<file path="config.mk">
export PLATFORM = sky130hd
export DESIGN_NAME = rf_conv_scheduler_flat
export DESIGN_NICKNAME = d
export VERILOG_FILES = /design/src/rtl/rf_conv_scheduler_pkg.sv /design/src/rtl/rf_conv_scheduler_if.sv /design/src/rtl/rf_conv_scheduler_tag_pipe.sv /design/src/rtl/rf_conv_scheduler.sv /design/src/flat_wrapper.sv
export SDC_FILE = /design/constraint.sdc
export NUM_CORES = 1
export LEC_CHECK = 0
export ABC_AREA = 1
export BUFFER_PORTS_ARGS = -buffer_cell sky130_fd_sc_hd__clkbuf_2
export CORE_ASPECT_RATIO = 1.4
export CORE_MARGIN = 3
export CORE_UTILIZATION = 35
export CTS_CLUSTER_DIAMETER = 120
export DETAILED_ROUTE_END_ITERATION = 10
export HOLD_SLACK_MARGIN = 0.1
export PLACE_DENSITY_LB_ADDON = 0.15
export REMOVE_ABC_BUFFERS = 1
export SLEW_MARGIN = 20
export SYNTH_ARGS = -nofsm -noshare
export SYNTH_HDL_FRONTEND = slang
export SYNTH_SLANG_ARGS = --single-unit
</file>
<file path="constraint.sdc">
create_clock -name clk -period 1.92 [get_ports clk]
set_input_delay 0.096 -clock clk [delete_from_list [all_inputs] [get_ports clk]]
set_output_delay 0.096 -clock clk [all_outputs]
set_load 0.02 [all_outputs]
</file>
<file path="src/rtl/rf_conv_scheduler_pkg.sv">
// rf_conv_scheduler_pkg: shared constants, FSM state enum and window tag type for the convolution scheduler
package rf_conv_scheduler_pkg;
    localparam int WORDWIDTH   = 32;
    localparam int FIG_WIDTH   = 28;
    localparam int WEIGHTLEN   = 5;
    localparam int ARRAYLEN    = 25;
    localparam int FIG_ADDRLEN = 5;
    localparam int SER_LAT     = 1;
    localparam int FIG_PIXELS  = FIG_WIDTH * FIG_WIDTH;
    localparam int OUT_WIDTH   = FIG_WIDTH - WEIGHTLEN + 1;
    localparam int WIN_COUNT   = OUT_WIDTH * OUT_WIDTH;
    localparam int DRAIN_W     = $clog2(SER_LAT + 1);
    localparam logic [FIG_ADDRLEN-1:0] EDGE = FIG_ADDRLEN'(FIG_WIDTH - 1);
    localparam logic [FIG_ADDRLEN-1:0] KOFF = FIG_ADDRLEN'(WEIGHTLEN - 1);
    typedef enum logic [2:0] {IDLE, LOAD_W, STREAM, DRAIN, DONE} state_t;
    typedef struct packed {
        logic                   full;
        logic [FIG_ADDRLEN-1:0] row;
        logic [FIG_ADDRLEN-1:0] col;
    } tag_t;
endpackage

</file>
<file path="src/rtl/rf_conv_scheduler_if.sv">
// rf_conv_scheduler_if: control, weight, pixel and window signals between memories, scheduler and array
interface rf_conv_scheduler_if;
    import rf_conv_scheduler_pkg::*;
    logic                   start;
    logic [WORDWIDTH-1:0]   w_data;
    logic                   w_valid;
    logic                   w_ready;
    logic                   w_load;
    logic [WORDWIDTH-1:0]   w_load_data;
    logic [4:0]             w_idx;
    logic [WORDWIDTH-1:0]   s_data;
    logic                   s_valid;
    logic                   s_ready;
    logic                   array_ready;
    logic [WORDWIDTH-1:0]   ser_din;
    logic                   ser_in_valid;
    logic                   win_valid;
    logic [FIG_ADDRLEN-1:0] win_row;
    logic [FIG_ADDRLEN-1:0] win_col;
    logic                   busy;
    logic                   done;
    modport master (
        output start, w_data, w_valid, s_data, s_valid, array_ready,
        input  w_ready, w_load, w_load_data, w_idx, s_ready, ser_din, ser_in_valid,
               win_valid, win_row, win_col, busy, done
    );
    modport slave (
        input  start, w_data, w_valid, s_data, s_valid, array_ready,
        output w_ready, w_load, w_load_data, w_idx, s_ready, ser_din, ser_in_valid,
               win_valid, win_row, win_col, busy, done
    );
endinterface

</file>
<file path="src/rtl/rf_conv_scheduler_tag_pipe.sv">
// rf_tag_pipe: delays window tags by the serializer latency so they line up with its output
module rf_tag_pipe
    import rf_conv_scheduler_pkg::*;
#(
    parameter int DEPTH = SER_LAT
) (
    input  logic clk,
    input  logic rst,
    input  tag_t d,
    output tag_t q
);
    tag_t stage [DEPTH];

    // shift one stage per cycle; empty cycles carry a non-full tag
    always_ff @(posedge clk) begin
        if (rst) begin
            for (int i = 0; i < DEPTH; i++) stage[i] <= '0;
        end else begin
            stage[0] <= d;
            for (int i = 1; i < DEPTH; i++) stage[i] <= stage[i-1];
        end
    end

    assign q = stage[DEPTH-1];
endmodule

</file>
<file path="src/rtl/rf_conv_scheduler.sv">
// rf_conv_scheduler: loads kernel weights, then streams one feature map and tags complete receptive-field windows
module rf_conv_scheduler
    import rf_conv_scheduler_pkg::*;
(
    input logic                clk,
    input logic                rst,
    rf_conv_scheduler_if.slave bus
);
    state_t                 state, state_n;
    logic [4:0]             w_cnt;
    logic [FIG_ADDRLEN-1:0] row, col;
    logic [DRAIN_W-1:0]     drain_cnt;
    logic                   w_hs, s_hs, last_w, last_px, drain_end;
    tag_t                   tag_in, tag_out;

    assign bus.w_ready      = state == LOAD_W;
    assign bus.s_ready      = state == STREAM && bus.array_ready;
    assign bus.ser_din      = bus.s_data;
    assign bus.ser_in_valid = s_hs;
    assign bus.busy         = state != IDLE;
    assign bus.done         = state == DONE;
    assign w_hs      = bus.w_valid && bus.w_ready;
    assign s_hs      = bus.s_valid && bus.s_ready;
    assign last_w    = w_cnt == 5'(ARRAYLEN - 1);
    assign last_px   = row == EDGE && col == EDGE;
    assign drain_end = drain_cnt == DRAIN_W'(SER_LAT - 1);

    // state register
    always_ff @(posedge clk) begin
        state <= rst ? IDLE : state_n;
    end

    // next-state logic
    always_comb begin
        state_n = state;
        case (state)
            IDLE:    state_n = bus.start ? LOAD_W : IDLE;
            LOAD_W:  state_n = (w_hs && last_w) ? STREAM : LOAD_W;
            STREAM:  state_n = (s_hs && last_px) ? DRAIN : STREAM;
            DRAIN:   state_n = drain_end ? DONE : DRAIN;
            default: state_n = IDLE;
        endcase
    end

    // weight, raster and drain counters; cleared on DONE so the next pass starts at zero
    always_ff @(posedge clk) begin
        if (rst || state == DONE) begin
            w_cnt     <= '0;
            row       <= '0;
            col       <= '0;
            drain_cnt <= '0;
        end else begin
            if (w_hs) w_cnt <= w_cnt + 5'd1;
            if (s_hs) begin
                col <= (col == EDGE) ? '0 : col + FIG_ADDRLEN'(1);
                if (col == EDGE) row <= row + FIG_ADDRLEN'(1);
            end
            if (state == DRAIN) drain_cnt <= drain_cnt + DRAIN_W'(1);
        end
    end

    // registered weight write port into the array
    always_ff @(posedge clk) begin
        if (rst) begin
            bus.w_load      <= 1'b0;
            bus.w_load_data <= '0;
            bus.w_idx       <= '0;
        end else begin
            bus.w_load <= w_hs;
            if (w_hs) begin
                bus.w_load_data <= bus.w_data;
                bus.w_idx       <= w_cnt;
            end
        end
    end

    assign tag_in = '{full: s_hs && row >= KOFF && col >= KOFF, row: row - KOFF, col: col - KOFF};

    rf_tag_pipe #(.DEPTH(SER_LAT)) u_tag_pipe (
        .clk (clk),
        .rst (rst),
        .d   (tag_in),
        .q   (tag_out)
    );

    assign bus.win_valid = tag_out.full;
    assign bus.win_row   = tag_out.row;
    assign bus.win_col   = tag_out.col;
endmodule

</file>
<file path="src/flat_wrapper.sv">
// flat-port wrapper written by rule: the top's interface ports become plain ports
module rf_conv_scheduler_flat import rf_conv_scheduler_pkg::*;
  (clk, rst, bus_start, bus_w_data, bus_w_valid, bus_s_data, bus_s_valid, bus_array_ready, bus_w_ready, bus_w_load, bus_w_load_data, bus_w_idx, bus_s_ready, bus_ser_din, bus_ser_in_valid, bus_win_valid, bus_win_row, bus_win_col, bus_busy, bus_done);
  rf_conv_scheduler_if bus_i ();
  input logic clk;
  input logic rst;
  input wire logic [$bits(bus_i.start)-1:0] bus_start;
  input wire logic [$bits(bus_i.w_data)-1:0] bus_w_data;
  input wire logic [$bits(bus_i.w_valid)-1:0] bus_w_valid;
  input wire logic [$bits(bus_i.s_data)-1:0] bus_s_data;
  input wire logic [$bits(bus_i.s_valid)-1:0] bus_s_valid;
  input wire logic [$bits(bus_i.array_ready)-1:0] bus_array_ready;
  output wire logic [$bits(bus_i.w_ready)-1:0] bus_w_ready;
  output wire logic [$bits(bus_i.w_load)-1:0] bus_w_load;
  output wire logic [$bits(bus_i.w_load_data)-1:0] bus_w_load_data;
  output wire logic [$bits(bus_i.w_idx)-1:0] bus_w_idx;
  output wire logic [$bits(bus_i.s_ready)-1:0] bus_s_ready;
  output wire logic [$bits(bus_i.ser_din)-1:0] bus_ser_din;
  output wire logic [$bits(bus_i.ser_in_valid)-1:0] bus_ser_in_valid;
  output wire logic [$bits(bus_i.win_valid)-1:0] bus_win_valid;
  output wire logic [$bits(bus_i.win_row)-1:0] bus_win_row;
  output wire logic [$bits(bus_i.win_col)-1:0] bus_win_col;
  output wire logic [$bits(bus_i.busy)-1:0] bus_busy;
  output wire logic [$bits(bus_i.done)-1:0] bus_done;
  assign bus_i.start = bus_start;
  assign bus_i.w_data = bus_w_data;
  assign bus_i.w_valid = bus_w_valid;
  assign bus_i.s_data = bus_s_data;
  assign bus_i.s_valid = bus_s_valid;
  assign bus_i.array_ready = bus_array_ready;
  assign bus_w_ready = bus_i.w_ready;
  assign bus_w_load = bus_i.w_load;
  assign bus_w_load_data = bus_i.w_load_data;
  assign bus_w_idx = bus_i.w_idx;
  assign bus_s_ready = bus_i.s_ready;
  assign bus_ser_din = bus_i.ser_din;
  assign bus_ser_in_valid = bus_i.ser_in_valid;
  assign bus_win_valid = bus_i.win_valid;
  assign bus_win_row = bus_i.win_row;
  assign bus_win_col = bus_i.win_col;
  assign bus_busy = bus_i.busy;
  assign bus_done = bus_i.done;
  rf_conv_scheduler u_core (.clk(clk), .rst(rst), .bus(bus_i));
endmodule
</file>
## Yosys cells after proc, flatten, opt, wreduce, memory -nomap -nowiden

Memories as Yosys holds them, arrays and structs flattened.
Index checks and enable logic that the tools add are counted.

- Flip-flop bits (word level): 57
- RAM bits: 11
- Bits of input ports: 70
- Memories: 1

Memories:

| memory | depth | bits a word | rd ports | clocked after Yosys merged registers in | write ports | RTL line | text |
|---|---|---|---|---|---|---|---|
| u_core.u_tag_pipe.stage | 1 | 11 | 1 | 0 | 1 | rf_conv_scheduler_tag_pipe.sv:12 | `tag_t stage [DEPTH];` |

- $add $sub $neg: 6
- Magnitude comparators: 2
- Equality and inequality tests: 7
- Multiplexer cells: 11
- Reductions and logical operators: 13

Operator list:

| kind | count |
|---|---|
| $add A5 B1 Y5 const B | 3 |
| $eq A5 B5 Y1 const B | 3 |
| $pmux W3 S4 | 1 |
| $mux W11 | 1 |
| $reduce_or A11 Y1 | 1 |
| $ge A5 B3 Y1 const B | 2 |
| $sub A5 B3 Y5 const B | 2 |
| $logic_and A1 B1 Y1 | 8 |
| $eq A3 B2 Y1 const B | 2 |
| $mux W1 | 6 |
| $mux W5 | 1 |
| $eq A3 B1 Y1 const B | 1 |
| $eq A3 B3 Y1 const B | 1 |
| $logic_not A3 Y1 | 1 |
| $mux W3 | 1 |
| $reduce_bool A3 Y1 | 1 |
| $mux W2 | 1 |
| $reduce_and A2 Y1 | 1 |
| $add A1 B1 Y1 const B | 1 |
| $logic_or A1 B1 Y1 | 1 |

## Logic depth before layout (Yosys ltp)

Gate-level depths: netlist (run 1).

- Word-level depth: 6
- Mapped depth: 8

## By module

A second synthesis (run 1) with hierarchy kept.

- Cell total of the unflattened synthesis: 384
- Area, all modules: 3016.6 um^2

By module, submodules not included:

| module | instances | cells each | area an instance (um^2) | seq. area each (um^2) |
|---|---|---|---|---|
| rf_conv_scheduler | 1 | 350 | 2702.6 | 1141.1 |
| rf_tag_pipe | 1 | 34 | 314.1 | 220.2 |

## Worst setup path before layout (run 1)

Ideal clock, no wire load.

- Path type: flip-flop to flip-flop
- Start point: register u_core.col[2]
- End point: register u_core.col[0]
- Arrival time: 1214 ps
- Data required time: 1850 ps
- Setup slack: 636 ps
- Cell stages (with the launch flop): 8
- Path buffers: 0
- Clock period less this slack: 1284 ps
- Cell sequence: dfxtp_1 inv_1 ha_1 nand3_1 inv_1 nand3_2 nand2_1 a21oi_1

- Word-level cells in the longest chain between the ends: 2

RTL lines:

| item | RTL line | text |
|---|---|---|
| start, declared | rf_conv_scheduler.sv:11 | `logic [FIG_ADDRLEN-1:0] row, col;` |
| start signal, assigned | rf_conv_scheduler.sv:55 | `col <= (col == EDGE) ? '0 : col + FIG_ADDRLEN'(1);` |
| $eq A5 B5 Y1 | rf_conv_scheduler.sv:55 |  |
| $mux W5 | rf_conv_scheduler.sv:55 |  |

Every way passes these cells.
A chain may end at the register's enable or synchronous reset.

## Worst setup path in the final report (run 1)

- Start point: register u_core.state[2]
- End point: output bus_ser_in_valid

- Word-level cells in the longest chain between the ends: 3

RTL lines:

| item | RTL line | text |
|---|---|---|
| start, declared | rf_conv_scheduler.sv:9 | `state_t state, state_n;` |
| start signal, assigned | rf_conv_scheduler.sv:30 | `state <= rst ? IDLE : state_n;` |
| $eq A3 B2 Y1 | rf_conv_scheduler.sv:17 | `assign bus.s_ready = state == STREAM && bus.array_ready;` |
| $logic_and A1 B1 Y1 | rf_conv_scheduler.sv:17 |  |
| $logic_and A1 B1 Y1 | rf_conv_scheduler.sv:23 | `assign s_hs = bus.s_valid && bus.s_ready;` |
| end, declared | flat_wrapper.sv:19 | `output wire logic [$bits(bus_i.ser_in_valid)-1:0] bus_ser_in_valid;` |

Every way passes these cells.

==> impl_metrics.tcl, run 1 <==
set metrics [dict create \
    status "completed" \
    clk_pin_slew_worst_paths_ps 50 \
    dr.first_iter.drc_count 77 \
    critPathMaxFanout 7 \
    clockBufferDepth 2 \
    num_rows 39 \
    rrSetupSlack_ps 390 \
    tritoncts "done" \
    design.die.area_um2 9970 \
    wl_met2_um 3400 \
    maxSlewHeadroom 0.707 \
    htreeDepth 3 \
    syn_area_per_cell_um2 8.12 \
    grt_setup_unrepaired "false" \
    final_cell_mix "clkbuf_2 (91), nor2_1 (88), dfxtp_1 (68), nand2_1 (43), o21ai_0 (35)" \
    placed_cells 530 \
    drc_errors 0 \
    yosys-top-cells-area "dfxtp_1 (44%), nor2_1 (11%), buf_4 (8.3%), ha_1 (5.7%), o21ai_0 (5.7%)" \
    yosys_register_bits 68 \
    setup.worst_path.end "bus_ser_in_valid" \
    drive_above_1_share 0.267 \
    chipWidth_um 85.3 \
    grt_max_degree 42 \
    diodes 0 \
    synth_top_area_frac 0.442 \
    yosys_warnings 0 \
    leakagePower_nw 1.88 \
    wl_met3_um 1030 \
    syn_area_um2 3080 \
    core_area_um2 8340 \
    finalPower_mw 3.52 \
    synth_cells 379 \
    wl_per_cell_um 13.8 \
    die_h_um 117 \
    layout_commonest_cell "clkbuf_2" \
    setup_tns_ps 0 \
    worst-setup-path-type "register to output pin" \
    cts_buffers 9 \
    synthToLayoutAreaGrowth_pct 28.9 \
    seq_area_frac_synth 0.442 \
    finalCriticalPeriod_ps 1530 \
    nets 555 \
    crit_arrival_ps 1440 \
    num_vias 2667 \
    end_kind "output pin" \
    rr_endpoint "u_core.col[0]" \
    grt_pass1_vias 2493 \
    dp_hpwl_um 5730 \
    routabilityCongestion 0.815 \
    maxCapViolations 0 \
    fin_skew_ps 3.37 \
    fill_cells 814 \
    firstDrtPassIters 4 \
    m1WireLength_um 3390 \
    grt_pass1_wl_um 12400 \
    maxSlewViolCount 0 \
    startpoint_type "register" \
    crit_slowest_cell "dfxtp_1" \
    top_layer "met4" \
    worst_r2r_path_depth 7 \
    hp-class "input port to register" \
    worstPathCellList "inv_2 -> nand3_4 -> nor3_4 -> clkbuf_2" \
    worstMarginPinSlew_ps 439 \
    post_synth_num_cell_types 30 \
    fin_util 0.476 \
    clockRootBuffer "clkbuf_16" \
    avgViaCountPerCell 4.61 \
    cts_resized 0 \
    routed_wl_um 7950 \
    ant_nets 0 \
    grt_antenna_before_repair 0 \
    port_buffers 91 \
    power_per_cell_area_nw_per_um2 886 \
    timing.fmax_ghz 0.652 \
    period_share 0.798 \
    overflow 0 \
    crit-reg2reg-launch "u_core.col[2]" \
    hold_viol 0 \
    cpPeakStageDelay_ps 320 \
    finalSetupViolations 0 \
    grt.total_usage 0.162 \
    critPathLaunch "u_core.state[2]" \
    synth.largest_area_cell "dfxtp_1" \
    insertion_delay_ps 320 \
    io_pins 156 \
    ir_drop_uv 677 \
    final_cell_count_no_fill 578 \
    required_ps 1820 \
    initial_utilization 0.369 \
    clkSinkCount 68 \
]
-- cells in the mapped netlist, drive strengths merged --
| library cell | count |
|---|---|
| a211oi | 2 |
| a21oi | 17 |
| buf | 42 |
| clkbuf | 4 |
| dfxtp | 68 |
| ha | 14 |
| inv | 25 |
| nand2 | 44 |
| nand3 | 17 |
| nand4 | 7 |
| nor2 | 91 |
| nor3 | 4 |
| nor3b | 1 |
| o21ai | 36 |
| o21bai | 1 |
| xnor2 | 3 |
| xor2 | 3 |
-- cells by family (layout without fill, tap and decap cells) --
group,Yosys count,after routing,share of synthesized area
AO/OA/AOI/OAI,56,56,0.0987
flip-flops,68,68,0.442
buffers and inverters,71,168,0.144
adder cells (fa/ha/maj),14,14,0.0569
AND/OR/NAND/NOR,164,164,0.241
XOR/XNOR,6,6,0.0171
-- where the power goes --
group	internal (mW)	switching (mW)
clock	1.07	0.565
sequential	1.47	0.0295
combinational	0.152	0.224
total	2.70	0.818
-- metal layers --
layer  GRT usage  vias to the layer above
li1            -                     1369
met1       0.189                     1162
met2       0.237                      123
met3       0.103                       13
met4      0.0634                        0
met5      0.0202                        -
-- what timing repair did --
| item | CTS | global route |
|---|---|---|
| buffers inserted | 0 | 0 |
| hold buffers | 32 | 0 |
| hold endpoints to repair | 32 | 0 |
-- worst max-delay path: cells and delay by family, from the launching register on --
family | cells | cell delay (ps)
and+or+nand+nor | 2 | 430
buffers and inverters | 2 | 350
DFF | 1 | 320
-- stage by stage --
stage | instance area (µm²) | hold WS (ps) | setup WS [ps]
after floorplan | 2730 | 163 | 567
after global placement | 3340 | 192 | 492
after detailed placement | 3340 | 192 | 404
after CTS | 3970 | 114 | 369
after global routing | 3970 | 142 | 198
final | 3970 | 106 | 387
-- sequential cells by signal (all words and copies together) (netlist names) --
register                 flops
u_core.state                 3
u_core.bus.w_idx             5
u_core.col                   5
u_core.bus.w_load_data      32
u_core.drain_cnt             1
u_core.u_tag_pipe.stage     11
u_core.w_cnt                 5
u_core.bus.w_load            1
u_core.row                   5
-- worst min-delay path by stage --
stage / endpoint / slack, ps / startpoint / cells past startpoint
floorplan: u_core.u_tag_pipe.stage[0][2] / 160 / rst / 1
global route: u_core.u_tag_pipe.stage[0][7] / 140 / rst / 2
CTS: u_core.u_tag_pipe.stage[0][7] / 110 / rst / 2
global placement: bus_ser_din[2] / 190 / bus_s_data[2] / 0
finish: u_core.u_tag_pipe.stage[0][7] / 110 / rst / 2
detailed placement: bus_ser_din[2] / 190 / bus_s_data[2] / 0
-- cell type report --
| type | instances | area (µm²) | area share |
|---|---|---|---|
| Sequential cell | 68 | 1360 | 0.343 |
| Multi-Input combinational cell | 240 | 1270 | 0.321 |
| Timing Repair Buffer | 127 | 806 | 0.203 |
| Clock buffer | 12 | 256 | 0.0646 |
| Tap cell | 102 | 128 | 0.0322 |
| Inverter | 25 | 96.3 | 0.0243 |
| Clock inverter | 4 | 47.5 | 0.0120 |
(Power assumes the default switching activity.)
==> run 2, diff against run 1 <==
Settings changed: ABC_AREA 1 to 0.
Clock period 1.92 ns to 1.6 ns, I/O delays scaled along.
==> impl_metrics.tcl, run 2 <==
set metrics [dict create \
    status "completed" \
    critPathMaxFanout 6 \
    tritoncts "done" \
    end_kind "output pin" \
    design_area_um2 4080 \
    maxSlewViolCount 0 \
    crit-reg2reg-launch "u_core.row[3]" \
    grt_max_degree 41 \
    cts_buffers 9 \
    core_area_um2 8250 \
    drc_errors 0 \
    crit_arrival_ps 1460 \
    worstPathCellList "buf_4 -> or3b_4 -> inv_1 -> buf_2" \
    yosys-top-cells-area "dfxtp_1 (45%), nand2_1 (9.8%), a21oi_1 (8.6%), buf_4 (8.5%), ha_1 (5.8%)" \
    insertion_delay_ps 330 \
    crit_slowest_cell "or3b_4" \
    diodes 0 \
    drive_above_1_share 0.297 \
    grt_pass1_vias 2556 \
    yosysMostFrequentCell "nand2_1" \
    ys.flop_type "dfxtp_1" \
    synth_fa_ha_area_frac 0.0581 \
    critPathLaunch "u_core.state[1]" \
    num_vias 2722 \
    syn_area_per_cell_um2 8.37 \
    min_from "bus_w_valid" \
    worstMarginPinSlew_ps 488 \
    avgViaCountPerCell 4.81 \
    io_pins 156 \
    cp.depth 4 \
    grt_antenna_before_repair 0 \
    post_synth_num_cell_types 39 \
    wl_per_cell_um 14.5 \
    routed_wl_um 8230 \
    worst-path-buf-inv 3 \
    final_cell_mix "clkbuf_2 (90), nand2_1 (79), dfxtp_1 (66), a21oi_1 (52), dlygate4sd3_1 (34)" \
    dp_hpwl_um 5740 \
    dr.first_iter.drc_count 73 \
    grt_pass1_wl_um 12700 \
    finalSetupViolations 0 \
    ir_drop_uv 551 \
    cpPeakStageDelay_ps 420 \
    layout_commonest_cell "clkbuf_2" \
    multi_input_area_um2 1270 \
    syn_area_um2 3010 \
    overflow 0 \
    hp-class "input port to register" \
    synth_cells 360 \
    synth_top_area_frac 0.452 \
    grt.total_usage 0.166 \
    ant_nets 0 \
    yosys_warnings 0 \
    pre_cts_ws_ps 35.5 \
    synthToLayoutAreaGrowth_pct 35.5 \
    final_cell_count_no_fill 566 \
    num_rows 39 \
    yosys_register_bits 68 \
    synthXorXnorAreaFrac 0.00581 \
    biggestRegsByFlops "u_core.bus.w_load_data x32, u_core.u_tag_pipe.stage x11" \
    synth.largest_area_cell "dfxtp_1" \
    maxSlewHeadroom 0.666 \
    postSynth.asyncResetShare 0 \
    htreeDepth 3 \
    initial_utilization 0.365 \
    grt_setup_unrepaired "false" \
    firstDrtPassIters 4 \
    clkSinkCount 68 \
    largest_reg_flops 32 \
    chipWidth_um 84.4 \
    clockRootBuffer "clkbuf_16" \
    fin_skew_ps 3.42 \
    clockBufferDepth 2 \
    nets 544 \
    startpoint_type "register" \
    worst_r2r_path_depth 5 \
    worst-setup-path-type "register to output pin" \
    hold-path-cell-count 3 \
    fill_cells 812 \
    die_h_um 116 \
    cp_top_family "simple AND/OR/NAND/NOR gates" \
    design.die.area_um2 9770 \
    synth-compound-area-share 0.134 \
    largest_register "u_core.bus.w_load_data" \
    synthSimpleGateAreaFrac 0.210 \
    timing.fmax_ghz 0.649 \
    hold_viol 0 \
    clk_pin_slew_worst_paths_ps 50 \
    placed_cells 516 \
    routabilityCongestion 0.800 \
    power_per_cell_area_nw_per_um2 1030 \
    seq_area_frac_synth 0.452 \
    synth_top_family_by_area "simple AND/OR/NAND/NOR gates" \
    maxCapViolations 0 \
    synth_edf_count 0 \
    required_ps 1520 \
    period_share 0.964 \
    finalCriticalPeriod_ps 1540 \
    port_buffers 91 \
    leakagePower_nw 1.75 \
    ff_latch_area_um2 1360 \
    fin_ws_ps 58.0 \
    place_area_um2 3410 \
    synth_common_cells "nand2_1 (79), dfxtp_1 (68), a21oi_1 (52)" \
    synth.mux.area_fraction 0.00664 \
]
run 2: changes by cell type after synthesis, moves of 4 or more:
cell | before | now
nor2_1 | 88 | 13
a21oi_1 | 15 | 52
nand2_1 | 43 | 79
o21ai_0 | 35 | 7
nand3_1 | 14 | 6
buf_2 | 2 | 9
buf_6 | 6 | 0
inv_1 | 20 | 15
or3_1 | 0 | 5
a31o_2 | 0 | 4
clkbuf_1 | 4 | 8
inv_2 | 4 | 0
run 2: worst paths after layout:
| path | end | slack (ps) |
|---|---|---|
| worst min register to register | u_core.bus.w_load_data[19] | 450 |
| worst min-delay path | u_core.state[0] | 140 |
| worst max-delay path | bus_done | 60 |
| worst max register to register | u_core.u_tag_pipe.stage[0][10] | 130 |
run 2: cells by family (layout without fill, tap and decap cells):
group,count (synthesis),in the layout
buffers and inverters,69,173
muxes,2,2
adders and majority gates,14,14
xor gates and xnor gates,2,2
AOI/OAI and AO/OA,72,72
and+or+nand+nor,133,133
DFF,68,68
run 2: layout make-up:
type,count,share of cell area
timing repair buffer,143,0.234
clock inverter,5,0.0190
clock buffer,10,0.0561
inverter,15,0.0138
multi-input combinational,223,0.312
tap,102,0.0312
sequential,68,0.334
run 2: tightest hold or removal path: stages:
cell	delay [ps]
clkbuf_2	130
a31o_2	160
a31oi_1	60
run 2: per-stage QoR:
| stage | util | setup TNS [ps] | power (mW) | hold slack [ps] |
|---|---|---|---|---|
| 2_1_floorplan | - | -13640 | 1.95 | 147 |
| 3_3_place_gp | 0.413 | 0 | 2.12 | 160 |
| 3_5_place_dp | 0.413 | 0 | 2.12 | 160 |
| 4_1_cts | 0.493 | -0.902 | 4.27 | 121 |
| 5_1_grt | 0.495 | 0 | 4.38 | 153 |
| 6_report | 0.495 | 0 | 4.21 | 141 |
run 2: timing repair:
action,CTS,global route
setup endpoints to repair,1,6
endpoints found under the hold margin,38,0
hold buffers,34,0
resized for setup,1,7
setup buffers,1,0
gates cloned,0,0
run 2: metal layers:
layer | track usage | vias to the layer above | part of all wire
li1 | - | 1369 | -
met1 | 0.200 | 1226 | 0.44
met2 | 0.243 | 116 | 0.44
met3 | 0.0797 | 11 | 0.10
met4 | 0.0855 | 0 | 0.018
met5 | 0.0404 | - | 0
run 2: power breakdown:
part / switching, mW / internal [mW]
logic: 0.203 / 0.176
clock network: 0.714 / 1.35
registers: 0.0238 / 1.74
